`config.mk`:
```
export PLATFORM = sky130hd
export DESIGN_NAME = btn_duty_conditioner
export DESIGN_NICKNAME = d
export VERILOG_FILES = /design/src/rtl/btn_duty_conditioner.sv
export SDC_FILE = /design/constraint.sdc
export NUM_CORES = 1
export LEC_CHECK = 0
export CORE_MARGIN = 1.5
export CORE_UTILIZATION = 25
export CTS_CLUSTER_DIAMETER = 100
export DETAILED_ROUTE_END_ITERATION = 16
export PLACE_DENSITY_LB_ADDON = 0.12
export SLEW_MARGIN = 20
export SYNTH_ARGS = -nofsm -noshare
export SYNTH_HDL_FRONTEND = slang
export SYNTH_HIERARCHICAL = 1
export SYNTH_SLANG_ARGS = --single-unit
```
`constraint.sdc`:
```
create_clock -name clk -period 4.4 [get_ports clk]
set_input_delay 1.32 -clock clk [delete_from_list [all_inputs] [get_ports clk]]
set_output_delay 1.32 -clock clk [all_outputs]
set_load 0.03 [all_outputs]
```
`src/rtl/btn_duty_conditioner.sv`:
```
// Push-button front end for the PWM duty adjust: synchronise, debounce, auto-repeat
// and turn each accepted press into a fixed-width, mutually exclusive request pulse.

module btn_duty_channel #(
  parameter int DEBOUNCE_CYCLES = 16,
  parameter int REPEAT_DELAY    = 64,
  parameter int REPEAT_PERIOD   = 32,
  parameter int CNT_W           = 16
) (
  input  logic clk,
  input  logic rst,
  input  logic raw,
  input  logic repeat_en,
  output logic held,
  output logic req
);

  typedef enum logic [2:0] {
    IDLE,
    PRESS_WAIT,
    HELD,
    REPEAT,
    RELEASE_WAIT
  } state_t;

  // The timers compare against "last count before firing" so that a request lands
  // exactly REPEAT_DELAY / REPEAT_PERIOD cycles after the previous pulse rise.
  localparam logic [CNT_W-1:0] DEB_LAST    = CNT_W'(DEBOUNCE_CYCLES);
  localparam logic [CNT_W-1:0] DELAY_LAST  = CNT_W'(REPEAT_DELAY - 1);
  localparam logic [CNT_W-1:0] PERIOD_LAST = CNT_W'(REPEAT_PERIOD - 1);

  logic             sync_meta;
  logic             sync_s;
  state_t           state;
  state_t           resume_state;
  logic [CNT_W-1:0] timer;
  logic [CNT_W-1:0] rel_cnt;

  always_ff @(posedge clk or negedge rst) begin
    if (!rst) begin
      sync_meta <= 1'b0;
      sync_s    <= 1'b0;
    end else begin
      sync_meta <= raw;
      sync_s    <= sync_meta;
    end
  end

  // Request is raised on the same edge the FSM makes its firing transition.
  always_comb begin
    req = 1'b0;
    if (sync_s) begin
      case (state)
        PRESS_WAIT: req = (timer == DEB_LAST);
        HELD:       req = repeat_en && (timer == DELAY_LAST);
        REPEAT:     req = repeat_en && (timer == PERIOD_LAST);
        default:    req = 1'b0;
      endcase
    end
  end

  always_ff @(posedge clk or negedge rst) begin
    if (!rst) begin
      state        <= IDLE;
      resume_state <= HELD;
      timer        <= '0;
      rel_cnt      <= '0;
      held         <= 1'b0;
    end else begin
      case (state)
        IDLE: begin
          if (sync_s) begin
            state <= PRESS_WAIT;
            timer <= '0;
          end
        end

        PRESS_WAIT: begin
          if (!sync_s) begin
            state <= IDLE;
          end else if (timer == DEB_LAST) begin
            state <= HELD;
            timer <= '0;
            held  <= 1'b1;
          end else begin
            timer <= timer + 1'b1;
          end
        end

        HELD: begin
          if (!sync_s) begin
            state        <= RELEASE_WAIT;
            resume_state <= HELD;
            rel_cnt      <= '0;
            if (timer != DELAY_LAST) timer <= timer + 1'b1;
          end else if (timer == DELAY_LAST) begin
            if (repeat_en) begin
              state <= REPEAT;
              timer <= '0;
            end
          end else begin
            timer <= timer + 1'b1;
          end
        end

        REPEAT: begin
          if (!sync_s) begin
            state        <= RELEASE_WAIT;
            resume_state <= REPEAT;
            rel_cnt      <= '0;
            if (repeat_en && (timer != PERIOD_LAST)) timer <= timer + 1'b1;
          end else if (repeat_en) begin
            if (timer == PERIOD_LAST) timer <= '0;
            else                      timer <= timer + 1'b1;
          end
        end

        // Hold/repeat timer stays frozen here so a short release only delays the schedule.
        RELEASE_WAIT: begin
          if (sync_s) begin
            state <= resume_state;
          end else if (rel_cnt == DEB_LAST) begin
            state <= IDLE;
            held  <= 1'b0;
          end else begin
            rel_cnt <= rel_cnt + 1'b1;
          end
        end

        default: state <= IDLE;
      endcase
    end
  end

endmodule

module btn_duty_conditioner #(
  parameter int DEBOUNCE_CYCLES = 16,
  parameter int REPEAT_DELAY    = 64,
  parameter int REPEAT_PERIOD   = 32,
  parameter int PULSE_WIDTH     = 4,
  parameter int CNT_W           = 16
) (
  input  logic clk,
  input  logic rst,
  input  logic btn_up_raw,
  input  logic btn_dn_raw,
  input  logic repeat_en,
  output logic increase_duty,
  output logic decrease_duty,
  output logic up_held,
  output logic dn_held
);

  localparam logic [CNT_W-1:0] PW_LOAD = CNT_W'(PULSE_WIDTH);

  logic             req_up;
  logic             req_dn;
  logic             accept_up;
  logic             accept_dn;
  logic [CNT_W-1:0] up_width;
  logic [CNT_W-1:0] dn_width;
  logic [CNT_W-1:0] up_width_next;
  logic [CNT_W-1:0] dn_width_next;

  btn_duty_channel #(
    .DEBOUNCE_CYCLES(DEBOUNCE_CYCLES),
    .REPEAT_DELAY   (REPEAT_DELAY),
    .REPEAT_PERIOD  (REPEAT_PERIOD),
    .CNT_W          (CNT_W)
  ) u_up (
    .clk      (clk),
    .rst      (rst),
    .raw      (btn_up_raw),
    .repeat_en(repeat_en),
    .held     (up_held),
    .req      (req_up)
  );

  btn_duty_channel #(
    .DEBOUNCE_CYCLES(DEBOUNCE_CYCLES),
    .REPEAT_DELAY   (REPEAT_DELAY),
    .REPEAT_PERIOD  (REPEAT_PERIOD),
    .CNT_W          (CNT_W)
  ) u_dn (
    .clk      (clk),
    .rst      (rst),
    .raw      (btn_dn_raw),
    .repeat_en(repeat_en),
    .held     (dn_held),
    .req      (req_dn)
  );

  // A request only wins if it is alone and neither pulse is still high; losers are lost.
  always_comb begin
    accept_up     = req_up && !req_dn && !increase_duty && !decrease_duty;
    accept_dn     = req_dn && !req_up && !increase_duty && !decrease_duty;
    up_width_next = '0;
    dn_width_next = '0;
    if (accept_up)          up_width_next = PW_LOAD;
    else if (up_width != 0) up_width_next = up_width - 1'b1;
    if (accept_dn)          dn_width_next = PW_LOAD;
    else if (dn_width != 0) dn_width_next = dn_width - 1'b1;
  end

  always_ff @(posedge clk or negedge rst) begin
    if (!rst) begin
      up_width      <= '0;
      dn_width      <= '0;
      increase_duty <= 1'b0;
      decrease_duty <= 1'b0;
    end else begin
      up_width      <= up_width_next;
      dn_width      <= dn_width_next;
      increase_duty <= (up_width_next != 0);
      decrease_duty <= (dn_width_next != 0);
    end
  end

endmodule

```
==> results.yml <==
die:
  die_x_um: 166
  num_rows: 59
  die-area_mm2: 0.0274
  start_util_pct: 25.4
  die_h_um: 166
  io_pins: 9
  core_area_mm2: 0.0260
route:
  via_per_inst: 4.87
  via_count: 5078
  drt_iter0_drc: 277
  routed_wl_um: 14800
  final_antenna_net_count: 0
  drc: 0
  dr.pass1.iters: 4
  routedWlPerCell_um: 14.2
power:
  p_per_area_mw_per_mm2: 500
  netSwitchingPower_mw: 1.41
  sw_frac_of_total_pct: 38.8
  comb_power_share_pct: 33.3
  pwr-share-seq_pct: 42.8
  vdd_drop_max_mv: 0.254
  p_int_mw: 2.23
  clockPowerShare_pct: 23.9
  p_leak_nw: 2.92
worst_setup_path:
  endpoint_kind: "flip-flop"
  timing.rr.start: "u_up/timer[10]$_DFFE_PN0P_"
  worst_setup_path_start_kind: "flip-flop"
  r2r_setup_slack_ps: 910
  critPathMaxFanout: 15
  r2r_end: "up_width[12]$_DFF_PN0_"
  worstSetupPathType: "flip-flop to flip-flop"
  cp.arrival_ps: 3730
  reg2regPathDepth: 9
  required_ps: 4630
cells_and_area:
  drive_gt1_share_pct: 10.2
  syn2layout_area_growth_pct: 10.5
  final_util_pct: 28.1
  antennaDiodeCount: 0
  nets: 718
grt:
  first_global_vias: 5065
  grt_max_degree: 58
  antenna_found_initial: 0
  grt_pass1_wl_um: 25300
  grtUsageTotal_pct: 11.5
  overflow: 0
synthesis:
  syn_area_mm2: 0.00661
  muxShareOfSynthArea_pct: 0.644
  async_flop_share_pct: 100
  yosys.area_share.simple_pct: 28.1
  mappedNetlistNets: 721
  ys_ff_latch: 112
  synth_compound_area_share_pct: 16.1
  ys_warn_count: 6
  synthFlopType: "dfrtp_1"
  synth_cells: 706
  synth_top_area_share_pct: 42.4
  syn_avg_cell_area_um2: 9.36
  synth.distinct_cells: 67
  synthAdderAreaFrac_pct: 1.89
  synthXorXnorAreaFrac_pct: 6.36
  synth_top_family_by_area: "simple AND/OR/NAND/NOR gates"
  ys_seq_area_share_pct: 42.4
  synth_edf_count: 0
  synth_area_leaders: "dfrtp_1, nor2_1, xnor2_1"
  yosysTopAreaCell: "dfrtp_1"
outcome:
  outcome: "complete, no violations"
worst_hold_path:
  hold_end: "u_up/sync_s$_DFF_PN0_"
  hp-start: "u_up/sync_meta$_DFF_PN0_"
  holdPathStages: 0
  hp-class: "flip-flop to flip-flop"
timing:
  fmax_mhz: 286
  rsz0062_at_grt: "no"
  period_needed_ps: 3490
  relSlewSlack_pct: 48.2
  maxSlewViolCount: 0
  setup_viol: 0
  hold_viol: 0
  finalClockSkew_ps: 11.5
  layout_setup_ws_ps: 906
  fin_crit_sh_pct: 79.4
  finalSetupTns_ps: 0
  tightest_slew_ps: 776
placed_design:
  place_ws_ps: 737
  place_congestion: 0.756
  dp_hpwl_um: 10400
  portBuffers: 8
clocking:
  cts_tree: "done"
  post_cts_buffers: 0
  clock_path_buffers: 2
  cts_root_buf: "clkbuf_16"
  cts_max_level: 3
  cts_hold_buffers: 0
  path_clk_slew_ps: 80
  clk_latency_ps: 370
  cts.sinks: 112
  ctsResizeCount: 0
  numCtsBuffers: 9
flow_run:
  maxCapViolCount: 0
==> sequential cells by signal (all words and copies together) (netlist names), 3 cells and up <==
| register | cells |
|---|---|
| dn_width | 16 |
| u_dn/rel_cnt | 16 |
| u_dn/state | 3 |
| u_dn/timer | 16 |
| u_up/rel_cnt | 16 |
| u_up/state | 3 |
| u_up/timer | 16 |
| up_width | 16 |
==> per-layer routing <==
| layer | wire length (µm) | GRT usage, % | share of wire (%) |
|---|---|---|---|
| met5 | 0 | 0 | 0 |
| met3 | 262 | 1.82 | 1.8 |
| met2 | 6980 | 18.7 | 47 |
| met1 | 7350 | 15.4 | 50 |
| met4 | 213 | 4.50 | 1.4 |
==> cells in the mapped netlist (all sizes together), types with 2 or more instances <==
master	number
a21oi	24
nor4	15
o41ai	3
a21boi	2
nor2b	22
and4	9
nand4	13
buf	19
nand2	54
a31oi	3
o31ai	10
mux2i	2
a22o	22
inv	38
or3	10
o221ai	2
or4	6
clkbuf	6
and3	10
nand3b	6
o32ai	2
or4b	6
nand3	24
o22a	6
o2111ai	2
nor4b	3
o2bb2ai	6
nor3	34
o21a	4
a41oi	5
nor2	94
nor3b	8
xnor2	27
dfrtp	112
ha	10
o21ai	42
nand2b	6
or2	4
o21bai	2
mux2	2
or3b	4
xor2	21
==> worst max-delay path by stage <==
stage               cells past startpoint  slack [ps]                  startpoint                         end
CTS                                     9         860  u_up/timer[10]$_DFFE_PN0P_       up_width[4]$_DFF_PN0_
global route                            9         660  u_up/timer[10]$_DFFE_PN0P_      up_width[12]$_DFF_PN0_
global placement                        6         870                   repeat_en  u_up/timer[15]$_DFFE_PN0P_
detailed placement                      6         740                   repeat_en  u_up/timer[15]$_DFFE_PN0P_
floorplan                              10        1310  u_dn/timer[13]$_DFFE_PN0P_       dn_width[8]$_DFF_PN0_
finish                                  9         910  u_up/timer[10]$_DFFE_PN0P_      up_width[12]$_DFF_PN0_
==> metrics by stage <==
stage | std cells | hold slack [ps] | power, mW | area (µm²)
3_3_place_gp | 1027 | 338 | 2.78 | 6980
4_1_cts | 1043 | 363 | 3.70 | 7290
6_report | 1043 | 358 | 3.65 | 7300
5_1_grt | 1043 | 365 | 3.92 | 7300
2_1_floorplan | 706 | 331 | 2.55 | 6610
3_5_place_dp | 1027 | 346 | 2.81 | 6980
==> critical path, stage by stage (launching register included) <==
cell and delay [ps]:
dfrtp_1 440, or4_4 570, or2_1 240, or4_4 540
nor3_2 240, a41oi_1 80, nor2_1 150, or4b_1 540
nand2_1 450, nor2_1 120
==> layout by cell type (no fill, tap or decap), types with 4 or more instances in the layout <==
master	Yosys	final
a21oi_1	22	22
a22o_1	22	22
a41oi_1	5	5
and3_1	10	10
and4_1	9	9
clkbuf_16	0	9
clkdlybuf4s50_1	0	7
dfrtp_1	112	112
ha_1	10	10
inv_1	37	37
nand2_1	54	54
nand2b_1	6	6
nand3_1	22	22
nand3b_1	4	4
nand4_1	13	13
nor2_1	94	94
nor2b_1	20	20
nor3_1	32	32
nor3b_2	5	5
nor4_1	10	10
o21ai_0	17	17
o21ai_1	9	9
o21ai_2	16	16
o22a_1	6	6
o2bb2ai_1	4	4
o31ai_1	9	9
or3_1	10	10
or3b_1	4	4
or4_4	5	5
or4b_1	4	4
xnor2_1	27	27
xor2_1	21	21
==> cell families after synthesis <==
kind of cell	Yosys count
fa+ha+maj	10
xor+xnor	48
buf+inv	63
mux	4
compound gates	141
flops	112
simple gates	328
==> power by group through the flow <==
stage | sequential (mW) | combinational, mW | clock [mW]
after floorplan | 1.44 | 1.11 | 0
after global placement | 1.57 | 1.21 | 0
after detailed placement | 1.58 | 1.23 | 0
after CTS | 1.56 | 1.23 | 0.904
after global routing | 1.61 | 1.37 | 0.937
final | 1.56 | 1.21 | 0.871
==> layout make-up <==
| cell class | count | area (µm²) |
|---|---|---|
| fillers | 2734 | 18700 |
| multi-input cells | 531 | 3520 |
| flip-flops and latches | 112 | 2800 |
| well taps | 335 | 419 |
| clock buffers | 11 | 253 |
| inverters | 38 | 143 |
| repair buffers | 11 | 113 |
| clock inverters | 5 | 53.8 |
Note: power is estimated with default switching activity, not from simulation.
